--- src/rtl/tt_ranword_gen_if.sv ---
// tt_ranword_gen_if: read-side valid/ready handshake for the random word stream.
interface tt_ranword_gen_if #(parameter int WORD_W = 8) ();
    logic              rd_valid;
    logic              rd_ready;
    logic [WORD_W-1:0] rd_data;
    modport master (output rd_valid, rd_data, input rd_ready);
    modport slave (input rd_valid, rd_data, output rd_ready);
endinterface

--- src/rtl/tt_ranword_gen.sv ---
// tt_ranword_gen: ring-oscillator TRNG with LFSR whitening, repetition-count health test and word assembly.
// Optional von Neumann debiaser enabled by defining VN_DEBIAS_EN.
module tt_ranword_gen #(
    parameter int NCH       = 3,
    parameter int WORD_W    = 8,
    parameter int RCT_LIMIT = 32
) (
    input  logic             clk,
    input  logic             rst,
    input  logic             enable,
    input  logic [NCH-1:0]   ring_bits,
    input  logic             whiten_en,
    tt_ranword_gen_if.master rd,
    output logic             overrun,
    output logic             health_fail
);
    localparam int CW = $clog2(WORD_W + 1);
    typedef enum logic [1:0] {IDLE, RUN, FAIL} state_t;
    state_t            state_q, state_d;
    logic [NCH-1:0]    s1_q, s2_q;
    logic              raw_q, prev_q;
    logic [15:0]       lfsr_q;
    logic [7:0]        rc_q, rc_d;
    logic [WORD_W-1:0] asm_q, asm_d, rd_data_q, data_d;
    logic [CW-1:0]     cnt_q, cnt_d;
    logic              rd_valid_q, valid_d, overrun_q, health_fail_q;
    logic              run, trip, acc_v, acc_b, bit_in, full, done, load, drop;
    assign run = state_q == RUN;
`ifdef VN_DEBIAS_EN
    logic vn_have_q, vn_first_q;
    // Second bit of a pair yields a bit only when it differs from the first.
    assign acc_v = run && vn_have_q && (vn_first_q != raw_q);
    assign acc_b = vn_first_q;
`else
    assign acc_v = run;
    assign acc_b = raw_q;
`endif
    always_comb begin
        rc_d    = (rc_q == 8'd0 || raw_q != prev_q) ? 8'd1 : rc_q + 8'd1;
        trip    = run && rc_d == 8'(RCT_LIMIT);
        bit_in  = acc_b ^ (whiten_en & lfsr_q[0]);
        full    = cnt_q == CW'(WORD_W);
        asm_d   = acc_v ? {asm_q[WORD_W-2:0], bit_in} : asm_q;
        cnt_d   = (!enable || trip) ? '0 : full ? CW'(acc_v) : cnt_q + CW'(acc_v);
        done    = run && full && !trip;
        load    = done && (!rd_valid_q || rd.rd_ready);
        drop    = done && rd_valid_q && !rd.rd_ready;
        valid_d = trip ? 1'b0 : load ? 1'b1 : rd_valid_q && !rd.rd_ready;
        data_d  = load ? asm_q : rd_data_q;
        state_d = trip ? FAIL : (run && !enable) ? IDLE : (state_q == IDLE && enable) ? RUN : state_q;
    end
    always_ff @(posedge clk or posedge rst) begin
        if (rst) begin
            state_q       <= IDLE;
            s1_q          <= '0;
            s2_q          <= '0;
            raw_q         <= 1'b0;
            prev_q        <= 1'b0;
            lfsr_q        <= 16'hACE1;
            rc_q          <= '0;
            asm_q         <= '0;
            cnt_q         <= '0;
            rd_data_q     <= '0;
            rd_valid_q    <= 1'b0;
            overrun_q     <= 1'b0;
            health_fail_q <= 1'b0;
`ifdef VN_DEBIAS_EN
            vn_have_q     <= 1'b0;
            vn_first_q    <= 1'b0;
`endif
        end else begin
            s1_q          <= ring_bits;
            s2_q          <= s1_q;
            raw_q         <= ^s2_q;
            state_q       <= state_d;
            rd_valid_q    <= valid_d;
            rd_data_q     <= data_d;
            overrun_q     <= overrun_q | drop;
            health_fail_q <= health_fail_q | trip;
            if (run) begin
                lfsr_q <= {lfsr_q[0] ^ lfsr_q[2] ^ lfsr_q[3] ^ lfsr_q[5], lfsr_q[15:1]};
                rc_q   <= rc_d;
                prev_q <= raw_q;
                asm_q  <= asm_d;
                cnt_q  <= cnt_d;
`ifdef VN_DEBIAS_EN
                vn_have_q  <= enable && !trip && !vn_have_q;
                vn_first_q <= raw_q;
`endif
            end
        end
    end
    assign rd.rd_valid = rd_valid_q;
    assign rd.rd_data  = rd_data_q;
    assign overrun     = overrun_q;
    assign health_fail = health_fail_q;
endmodule

--- src/flat_wrapper.sv ---
// flat-port wrapper written by rule: the top's interface ports become plain ports
module tt_ranword_gen_flat 
#(
    parameter int NCH       = 3,
    parameter int WORD_W    = 8,
    parameter int RCT_LIMIT = 32
)
  (clk, rst, enable, ring_bits, whiten_en, overrun, health_fail, rd_rd_valid, rd_rd_data, rd_rd_ready);
  tt_ranword_gen_if #(.WORD_W(WORD_W)) rd_i ();
  input  logic clk;
  input  logic rst;
  input  logic enable;
  input  logic [NCH-1:0] ring_bits;
  input  logic whiten_en;
  output logic overrun;
  output logic health_fail;
  output wire logic [$bits(rd_i.rd_valid)-1:0] rd_rd_valid;
  output wire logic [$bits(rd_i.rd_data)-1:0] rd_rd_data;
  input wire logic [$bits(rd_i.rd_ready)-1:0] rd_rd_ready;
  assign rd_rd_valid = rd_i.rd_valid;
  assign rd_rd_data = rd_i.rd_data;
  assign rd_i.rd_ready = rd_rd_ready;
  tt_ranword_gen #(.NCH(NCH), .WORD_W(WORD_W), .RCT_LIMIT(RCT_LIMIT)) u_core (.clk(clk), .rst(rst), .enable(enable), .ring_bits(ring_bits), .whiten_en(whiten_en), .rd(rd_i), .overrun(overrun), .health_fail(health_fail));
endmodule
--- config.mk ---
export PLATFORM = sky130hd
export DESIGN_NAME = tt_ranword_gen_flat
export DESIGN_NICKNAME = d
export VERILOG_FILES = /design/src/rtl/tt_ranword_gen_if.sv /design/src/rtl/tt_ranword_gen.sv /design/src/flat_wrapper.sv
export SDC_FILE = /design/constraint.sdc
export NUM_CORES = 1
export LEC_CHECK = 0
export CORE_ASPECT_RATIO = 1.5
export CORE_MARGIN = 1.5
export CORE_UTILIZATION = 57
export CTS_BUF_LIST = sky130_fd_sc_hd__clkbuf_16
export DETAILED_ROUTE_END_ITERATION = 12
export GPL_TIMING_DRIVEN = 0
export PLACE_DENSITY = 0.74
export SYNTH_ARGS = -nofsm -noshare
export SYNTH_HDL_FRONTEND = slang
export SYNTH_SLANG_ARGS = --single-unit
--- constraint.sdc ---
create_clock -name clk -period 2.6 [get_ports clk]
set_input_delay 0.52 -clock clk [delete_from_list [all_inputs] [get_ports clk]]
set_output_delay 0.52 -clock clk [all_outputs]
set_load 0.005 [all_outputs]
==> results of run 1 <==
per-layer routing:
layer,global-route usage (%),routed length (um),part of all wire (%),vias up
met5,0,0,0,-
met4,12.7,142,3.1,0
met3,6.71,149,3.2,13
met2,34.0,2360,51,26
met1,26.9,1990,43,845
li1,-,-,-,882
cell families (layout without fill, tap and decap cells):
kind of cell | after synthesis | in the layout | share of synthesized area [%]
xor+xnor | 9 | 9 | 3.09
mux | 9 | 9 | 5.11
compound gates | 34 | 34 | 9.38
buf+inv | 15 | 51 | 2.36
simple gates | 117 | 117 | 21.7
fa+ha+maj | 4 | 4 | 1.96
flops | 57 | 57 | 56.4
how the worst max path moves through the flow:
stage | to | slack (ps) | depth (start not counted)
floorplan | u_core.rd.rd_data[0]$_DFFE_PP0P_ | 280 | 8
global placement | u_core.rd.rd_data[7]$_DFFE_PP0P_ | -300 | 2
detailed placement | u_core.rd.rd_data[6]$_DFFE_PP0P_ | -50 | 8
CTS | u_core.rd.rd_data[1]$_DFFE_PP0P_ | 3 | 8
global route | u_core.rd.rd_data[1]$_DFFE_PP0P_ | 30 | 8
finish | u_core.rd.rd_data[1]$_DFFE_PP0P_ | 140 | 8
power by group through the flow:
stage	Sequential, mW	Combinational, mW	Clock (mW)
6_report	1.04	0.385	0.990
5_1_grt	1.05	0.435	1.04
3_5_place_dp	1.05	0.377	0
4_1_cts	1.04	0.387	1.01
2_1_floorplan	1.03	0.269	0
3_3_place_gp	1.05	0.367	0
cells in the mapped netlist, types with 4 or more instances:
cell type  count
mux2_4         8
o21ai_0       10
xor2_1         4
nand2_1       85
dfstp_2        8
clkbuf_1       8
nor2_1         6
inv_1          4
o31ai_1        4
ha_1           4
dfrtp_1       49
a21oi_1        4
a21o_1         5
xnor2_1        5
cell usage in the layout (no fill, tap or decap), types with 3 or more instances in the layout:
cell type | synthesis | routed
dfstp_2 | 8 | 8
mux2_4 | 8 | 8
ha_1 | 4 | 4
nor2_1 | 6 | 6
clkbuf_16 | 0 | 9
nand3_1 | 3 | 3
nor3_4 | 3 | 3
and2b_1 | 3 | 3
inv_1 | 4 | 5
clkbuf_1 | 8 | 8
a21oi_1 | 4 | 4
dfrtp_1 | 49 | 48
o21ai_0 | 10 | 10
xnor2_1 | 5 | 5
o31ai_1 | 4 | 4
clkdlybuf4s50_1 | 0 | 18
clkinv_1 | 1 | 5
xor2_1 | 4 | 4
nand2_1 | 85 | 85
a21o_1 | 5 | 5
nand2b_1 | 3 | 3
state kept, by name, summed over array words and instances, names as in the netlist:
name                count
u_core.state_q          2
u_core.lfsr_q          16
u_core.s2_q             3
u_core.rd.rd_data       8
u_core.rd.rd_valid      1
u_core.overrun          1
u_core.rc_q             8
u_core.acc_b            1
u_core.asm_q            8
u_core.cnt_q            4
u_core.prev_q           1
u_core.s1_q             3
u_core.health_fail      1
through the flow:
| stage | cell area [um2] | hold slack (ps) | utilization, % |
|---|---|---|---|
| final | 3090 | 344 | 72.9 |
| after global routing | 3090 | 354 | 72.9 |
| after CTS | 3060 | 346 | 72.1 |
| after global placement | 2790 | 331 | 65.6 |
| after floorplan | 2550 | 331 | - |
| after detailed placement | 2810 | 336 | 66.1 |
cell type report:
cell class                      count  area (um2)
Sequential cell                    57        1440
Fill cell                         304        1150
Multi-Input combinational cell    173        1060
Clock buffer                        9         225
Timing Repair Buffer               20         220
Tap cell                           46        57.6
Buffer                              9        37.5
Clock inverter                      7        30.0
Inverter                            6        22.5
repair_timing:
item                                    CTS  global route
setup buffers                             0             1
resized for setup                         0             3
pin swaps                                 1             1
endpoints found under the setup margin    8            12
hold buffers                              0             0
==> results_dict.tcl, run 1 <==
set metrics [dict create \
    grtUsageTotal_pct 22.0 \
    port_buffers 18 \
    clk_pin_slew_ps 50 \
    critical_path_class "reg -> reg" \
    dp_slack_ps -47.8 \
    htree_levels 3 \
    cp_slowest_cell "or4_4" \
    synth_fp_nets 257 \
    synth_area_leaders "dfrtp_1 48%, nand2_1 13%, dfstp_2 8.3%" \
    nets 288 \
    ir_worst_vdd_uv 687 \
    r2r_end "u_core.rd.rd_data[1]$_DFFE_PP0P_" \
    area_growth_pct 21.5 \
    drv_slew 0 \
    setup_tns_ps 0 \
    grt_pass1_wl_mm 8.07 \
    place_inst 310 \
    clockRootBuffer "clkbuf_16" \
    power.switching_mw 0.637 \
    yosysSeqAreaShare_pct 56.4 \
    critPathMaxFanout 8 \
    fin_crit_ps 2460 \
    cts_buffers 9 \
    cellPowerDensity_mw_per_mm2 780 \
    rsz0062_at_grt "false" \
    via_count 1766 \
    regToRegSetupSlack_ps 140 \
    synth-async-reset-ratio_pct 100 \
    finalCritPeriodShare_pct 94.7 \
    start_util_pct 60.0 \
    fin_cells 327 \
    relSlewSlack_pct 62.4 \
    r2r_start "u_core.rc_q[0]$_DFFE_PP0P_" \
    yosysWarnings 0 \
    cp-startpoint "u_core.rc_q[0]$_DFFE_PP0P_" \
    synth_area_leader_cell "dfrtp_1" \
    ys_seq_elements 57 \
    leakage_nw 1.49 \
    gr-total-overflow 0 \
    reg2regPathDepth 8 \
    clock_latency_ps 320 \
    hold_viol 0 \
    clkSinkCount 57 \
    dieArea_mm2 0.00489 \
    cts_buffer_depth 2 \
    hp-start "u_core.s1_q[1]$_DFF_PP0_" \
    synth.top_cell.area_share_pct 48.1 \
    critPathLaunchType "register" \
    critPathCaptureType "register" \
    clock_skew_ps 6.07 \
    row_count 29 \
    grt_antenna_before_repair 0 \
    fp.coreArea_mm2 0.00425 \
    min_path_cells 0 \
    drcViolationCount 0 \
    drtAntennaViolNets 0 \
    p_int_mw 1.78 \
    drt_iter0_drc 53 \
    drive_above_1_share_pct 16.0 \
    netlist_area_mm2 0.00255 \
    worst_slack_ps 138 \
    gp_congestion 0.875 \
    wire_per_inst_um 14.2 \
    dp_hpwl_mm 3.06 \
    cpMostUsedCell "nor3_4" \
    via_per_inst 5.40 \
    status "complete, no violations" \
    synthCells 245 \
    tightest_slew_ps 562 \
    grt_pass1_vias 1829 \
    setup_viol 0 \
    cpPeakStageDelay_ps 480 \
    path_cells "ha_1 -> clkbuf_1 -> xor2_1 -> or4_4 -> nor3_4 -> nor3_4 -> buf_12 -> mux2_4" \
    cap_violations 0 \
    post_synth.cell_area_avg_um2 10.4 \
    wl_mm 4.64 \
    fmax_ghz 0.406 \
    fp.dieH_um 84.9 \
    die_w_um 57.6 \
    drt_first_pass_iters 4 \
    crit_required_ps 2800 \
    grt_max_degree 44 \
    crit_buf_inv 2 \
    total_power_mw 2.41 \
    p_comb_share_pct 15.9 \
    diodes 0 \
    swShare_pct 26.4 \
    ys_types 42 \
    synth_ff_type "dfrtp_1" \
    cts_tree "built" \
    ios 19 \
    synth_edf_count 0 \
    power_frac_clock_pct 41.0 \
    arrival_ps 2660 \
    power_frac_seq_pct 43.0 \
    hp-class "reg -> reg" \
    whs_endpoint "u_core.s2_q[1]$_DFF_PP0_" \
    critical-path-top-delay-family "simple AND/OR/NAND/NOR gates" \
]
No activity file was read; power rests on OpenSTA's default activity.
==> run 2, diff against run 1 <==
--- a/config.mk
+++ b/config.mk
@@ -6,7 +6,7 @@
 export NUM_CORES = 1
 export LEC_CHECK = 0
 export CORE_ASPECT_RATIO = 1.5
-export CORE_MARGIN = 1.5
+export CORE_MARGIN = 3
 export CORE_UTILIZATION = 57
 export CTS_BUF_LIST = sky130_fd_sc_hd__clkbuf_16
 export DETAILED_ROUTE_END_ITERATION = 12
@@ -15,3 +15,4 @@
 export SYNTH_ARGS = -nofsm -noshare
 export SYNTH_HDL_FRONTEND = slang
 export SYNTH_SLANG_ARGS = --single-unit
+export TNS_END_PERCENT = 10
==> run 2 against run 1 <==
Net effect: power up 4.4%; fmax up 0.53%; via count up 2.8%; critical endpoint is now u_core.rd.rd_data[4]$_DFFE_PP0P_; routed wire length up 5.1%; largest power group is now clock; register-to-register slack about the same; combinational power about the same; clock-buffer cell count unchanged; design area up 0.69%; critical path depth unchanged; critical path type unchanged; core utilization down 0.12 points; clock power up 11%; first-iteration DRC count up 130%.
==> results_dict.tcl, run 2 (synthesis gave the netlist of run 1 again) <==
set metrics [dict create \
    hp-start "u_core.s1_q[1]$_DFF_PP0_" \
    critPathLaunchType "register" \
    reg2regPathDepth 8 \
    fillers 313 \
    grt_antenna_before_repair 0 \
    diodes 0 \
    via_per_inst 5.57 \
    hold_viol 0 \
    critical_path_class "reg -> reg" \
    cap_violations 0 \
    nets 288 \
    final_util_pct 72.8 \
    cts_buffers 9 \
    clk_pin_slew_ps 50 \
    drtAntennaViolNets 0 \
    setup_tns_ps 0 \
    relSlewSlack_pct 63.9 \
    swShare_pct 25.6 \
    rsz0062_at_grt "false" \
    cellPowerDensity_mw_per_mm2 809 \
    start_util_pct 59.5 \
    power_frac_seq_pct 41.2 \
    grt_max_degree 45 \
    fp.dieH_um 87.9 \
    clockRootBuffer "clkbuf_16" \
    p_int_mw 1.88 \
    crit_required_ps 2800 \
    row_count 29 \
    grt_pass1_vias 1818 \
    wire_per_inst_um 15.0 \
    drt_iter0_drc 122 \
    power.switching_mw 0.644 \
    min_path_cells 0 \
    port_buffers 18 \
    arrival_ps 2650 \
    regToRegSetupSlack_ps 150 \
    drv_slew 0 \
    finalCritPeriodShare_pct 94.2 \
    area_growth_pct 22.3 \
    critPathCaptureType "register" \
    clock_skew_ps 4.68 \
    final_area_mm2 0.00312 \
    htree_levels 3 \
    fin_crit_ps 2450 \
    via_count 1815 \
    status "complete, no violations" \
    hold_slack_ps 348 \
    wl_mm 4.88 \
    top_register "u_core.lfsr_q" \
    dieArea_mm2 0.00532 \
    grtUsageTotal_pct 21.6 \
    ir_worst_vdd_uv 747 \
    clkSinkCount 57 \
    drt_first_pass_iters 4 \
    whs_endpoint "u_core.s2_q[1]$_DFF_PP0_" \
    hp-class "reg -> reg" \
    dp_hpwl_mm 3.15 \
    largest_register_ffs 16 \
    drcViolationCount 0 \
    gr-total-overflow 0 \
    die_w_um 60.6 \
    fmax_ghz 0.408 \
    tightest_slew_ps 540 \
    total_power_mw 2.52 \
    leakage_nw 1.51 \
    cts_tree "built" \
    r2r_end "u_core.rd.rd_data[4]$_DFFE_PP0P_" \
    layout_common_cells "85 x nand2_1, 48 x dfrtp_1, 18 x clkdlybuf4s50_1" \
    critPathMaxFanout 8 \
    ios 19 \
    mostFrequentLayoutCell "nand2_1" \
    setup_viol 0 \
    power_frac_clock_pct 43.6 \
    fp.coreArea_mm2 0.00428 \
    grt_pass1_wl_mm 8.36 \
    r2r_start "u_core.rc_q[0]$_DFFE_PP0P_" \
    drive_above_1_share_pct 16.8 \
    p_comb_share_pct 15.2 \
    clock_latency_ps 320 \
    cts_buffer_depth 2 \
    dpl_cell_area_mm2 0.00281 \
    gp_congestion 0.879 \
]
-- run 2: stage by stage --
step           instances  setup WS, ps
2_1_floorplan        245           278
3_3_place_gp         309          -297
3_5_place_dp         310         -42.8
4_1_cts              325        0.0404
5_1_grt              326          44.5
6_report             326           151
-- run 2: how the worst max path moves through the flow --
stage                                from                                to  slack (ps)
5_1_grt        u_core.rc_q[0]$_DFFE_PP0P_  u_core.rd.rd_data[4]$_DFFE_PP0P_          40
4_1_cts        u_core.rc_q[0]$_DFFE_PP0P_  u_core.rd.rd_data[4]$_DFFE_PP0P_        0.04
6_report       u_core.rc_q[0]$_DFFE_PP0P_  u_core.rd.rd_data[4]$_DFFE_PP0P_         150
2_1_floorplan  u_core.rc_q[0]$_DFFE_PP0P_  u_core.rd.rd_data[0]$_DFFE_PP0P_         280
3_3_place_gp                          rst     u_core.state_q[0]$_DFFE_PP0P_        -300
3_5_place_dp   u_core.rc_q[0]$_DFFE_PP0P_  u_core.rd.rd_data[4]$_DFFE_PP0P_         -40
-- run 2: what timing repair did --
| item | CTS | global route |
|---|---|---|
| setup endpoints to repair | 8 | 10 |
| pin swaps | 1 | 1 |
| hold buffers | 0 | 0 |
| buffers inserted | 0 | 1 |
| gates resized for setup | 0 | 3 |
-- run 2: critical path, cell delays in order, from the launching register on --
cell and delay [ps]:
dfrtp_2 450, ha_1 210, clkbuf_1 190, xor2_1 190
or4_4 460, nor3_4 300, nor3_4 90, buf_12 160
mux2_4 290
-- run 2: power by group through the flow --
stage               registers (mW)  logic (mW)  clock network, mW
finish                        1.04       0.384               1.10
global placement              1.05       0.369                  0
detailed placement            1.05       0.381                  0
global route                  1.05       0.438               1.15
CTS                           1.04       0.389               1.12
floorplan                     1.03       0.269                  0
-- run 2: metal layers --
metal	wire [um]	GRT usage (%)	share of wire, %
met1	2090	26.9	43
met2	2540	34.5	52
met3	117	5.16	2.4
met4	127	11.2	2.6
met5	0	0	0
-- run 2: cell type report --
cell class | count | area [um2] | share of cell area, %
multi-input cells | 173 | 1060 | 34.1
clock inverters | 6 | 51.3 | 1.65
flip-flops and latches | 57 | 1440 | 46.1
repair buffers | 20 | 220 | 7.07
inverters | 6 | 22.5 | 0.723
clock buffers | 9 | 225 | 7.23
well taps | 46 | 57.6 | 1.85
plain buffers | 9 | 37.5 | 1.20
==> run 3, diff against run 2 <==
--- a/config.mk
+++ b/config.mk
@@ -5,10 +5,9 @@
 export SDC_FILE = /design/constraint.sdc
 export NUM_CORES = 1
 export LEC_CHECK = 0
-export CORE_ASPECT_RATIO = 1.5
-export CORE_MARGIN = 3
+export CORE_MARGIN = 5
 export CORE_UTILIZATION = 57
-export CTS_BUF_LIST = sky130_fd_sc_hd__clkbuf_16
+export CTS_BUF_LIST = sky130_fd_sc_hd__clkbuf_8 sky130_fd_sc_hd__clkbuf_16
 export DETAILED_ROUTE_END_ITERATION = 12
 export GPL_TIMING_DRIVEN = 0
 export PLACE_DENSITY = 0.74
==> run 3 against run 2 <==
Net effect: worst setup slack lost 20 ps; non-clock buffer count is the same; global-route usage shrank 4.4 points; highest routed layer unchanged.
==> results_dict.tcl, run 3 (synthesis gave the netlist of run 1 again) <==
set metrics [dict create \
    status "complete, no violations" \
    drive_above_1_share_pct 17.8 \
    top_register "u_core.lfsr_q" \
    path_cells "ha_1 -> clkbuf_1 -> xor2_1 -> or4_4 -> nor3_4 -> nor3_4 -> buf_12 -> mux2_4" \
    rsz0062_at_grt "false" \
    cpPeakStageDelay_ps 460 \
    clkSinkCount 57 \
    row_count 24 \
    hold_viol 0 \
    critPathCaptureType "register" \
    regToRegSetupSlack_ps 130 \
    hold_slack_ps 350 \
    drcViolationCount 0 \
    power.switching_mw 0.616 \
    fillers 334 \
    start_util_pct 58.5 \
    hp-class "reg -> reg" \
    reg2regPathDepth 8 \
    multi_input_area_mm2 0.00106 \
    cp_slowest_cell "dfrtp_2" \
    gr-total-overflow 0 \
    p_int_mw 1.74 \
    leakage_nw 1.48 \
    clk_pin_slew_ps 70 \
    grt_antenna_before_repair 0 \
    grtUsageTotal_pct 17.3 \
    arrival_ps 2700 \
    clockRootBuffer "clkbuf_8" \
    clock_latency_ps 340 \
    relSlewSlack_pct 36.4 \
    finalCritPeriodShare_pct 95.0 \
    cap_violations 0 \
    nets 288 \
    fin_cells 333 \
    grt_pass1_wl_mm 8.11 \
    critPathLaunchType "register" \
    cts_buffer_depth 2 \
    power_frac_seq_pct 43.9 \
    critical_path_class "reg -> reg" \
    final_area_mm2 0.00307 \
    fin_crit_ps 2470 \
    grt_max_degree 32 \
    htree_levels 3 \
    largest_register_ffs 16 \
    dp_hpwl_mm 3.11 \
    gp_congestion 0.818 \
    ios 19 \
    cellPowerDensity_mw_per_mm2 768 \
    regArea_mm2 0.00144 \
    p_comb_share_pct 16.2 \
    critPathMaxFanout 8 \
    mostFrequentLayoutCell "nand2_1" \
    drt_first_pass_iters 4 \
    swShare_pct 26.1 \
    wl_mm 4.68 \
    place_inst 316 \
    clock_skew_ps 7.45 \
    r2r_start "u_core.rc_q[0]$_DFFE_PP0P_" \
    worstSetupEndpoint "u_core.rd.rd_data[2]$_DFFE_PP0P_" \
    layout_common_cells "85 x nand2_1, 48 x dfrtp_1, 18 x clkdlybuf4s50_1" \
    dieArea_mm2 0.00591 \
    grt_pass1_vias 1727 \
    via_per_inst 5.29 \
    power_frac_clock_pct 39.9 \
    drt_iter0_drc 79 \
    drtAntennaViolNets 0 \
    worst_slack_ps 131 \
    cts_buffers 9 \
    dpl_cell_area_mm2 0.00281 \
    via_count 1761 \
    die_w_um 76.9 \
    cts_hold_buf 0 \
    diodes 0 \
    r2r_end "u_core.rd.rd_data[2]$_DFFE_PP0P_" \
    cpMostUsedCell "nor3_4" \
    wire_per_inst_um 14.0 \
    min_path_cells 0 \
    port_buffers 18 \
    area_growth_pct 20.5 \
    fp.dieH_um 76.9 \
    ir_worst_vdd_uv 529 \
    tightest_slew_ps 940 \
    drv_slew 0 \
    cts_tree "built" \
    cp-startpoint "u_core.rc_q[0]$_DFFE_PP0P_" \
    setup_viol 0 \
    fp.coreArea_mm2 0.00435 \
    crit_required_ps 2830 \
    dp_slack_ps -23.8 \
    fmax_ghz 0.405 \
]
[run 3: power groups by stage]
stage	registers [mW]	logic, mW	clock network, mW
floorplan	1.03	0.269	0
global placement	1.04	0.369	0
detailed placement	1.05	0.380	0
CTS	1.03	0.383	0.954
global route	1.05	0.430	1.01
finish	1.03	0.382	0.941
[run 3: final cells by class]
class	count	area share (%)
Tap cell	52	2.12
Multi-Input combinational cell	173	34.4
Clock buffer	11	4.93
Sequential cell	57	46.8
Inverter	6	0.734
Timing Repair Buffer	20	7.17
Buffer	9	1.22
Clock inverter	5	2.53
[run 3: per-layer routing]
metal | routed length [um] | vias up | part of all wire (%) | track usage (%)
li1 | - | 878 | - | -
met1 | 2300 | 849 | 49 | 23.0
met2 | 2100 | 23 | 45 | 26.0
met3 | 178 | 11 | 3.8 | 5.62
met4 | 99 | 0 | 2.1 | 6.82
met5 | 0 | - | 0 | 0
[run 3: how the worst min path moves through the flow]
stage                                         from  slack (ps)                       end
after floorplan           u_core.s1_q[0]$_DFF_PP0_         330  u_core.s2_q[0]$_DFF_PP0_
after global placement    u_core.s1_q[2]$_DFF_PP0_         340  u_core.s2_q[2]$_DFF_PP0_
after detailed placement  u_core.s1_q[1]$_DFF_PP0_         340  u_core.s2_q[1]$_DFF_PP0_
after CTS                 u_core.s1_q[1]$_DFF_PP0_         350  u_core.s2_q[1]$_DFF_PP0_
after global routing      u_core.s1_q[2]$_DFF_PP0_         370  u_core.s2_q[2]$_DFF_PP0_
final                     u_core.s1_q[1]$_DFF_PP0_         350  u_core.s2_q[1]$_DFF_PP0_
[run 3: metrics by stage]
step,power (mW),setup TNS (ps),utilization [%]
detailed placement,1.43,-65.7,64.6
global placement,1.41,-16300,64.1
CTS,2.37,0,69.9
finish,2.36,0,70.5
global route,2.49,0,70.5
floorplan,1.30,0,-
[run 3: timing repair]
action,CTS,global route
setup endpoints to repair,8,8
pin swaps,1,1
setup buffers,0,1
gates resized for setup,0,2
[run 3: critical path: cells and delay by family (launching register included)]
family	cells	cell delay, ps
multiplexers	1	300
flip-flops	1	460
buffers and inverters	2	330
AND/OR/NAND/NOR	3	860
adder cells (fa/ha/maj)	1	210
XOR/XNOR	1	180
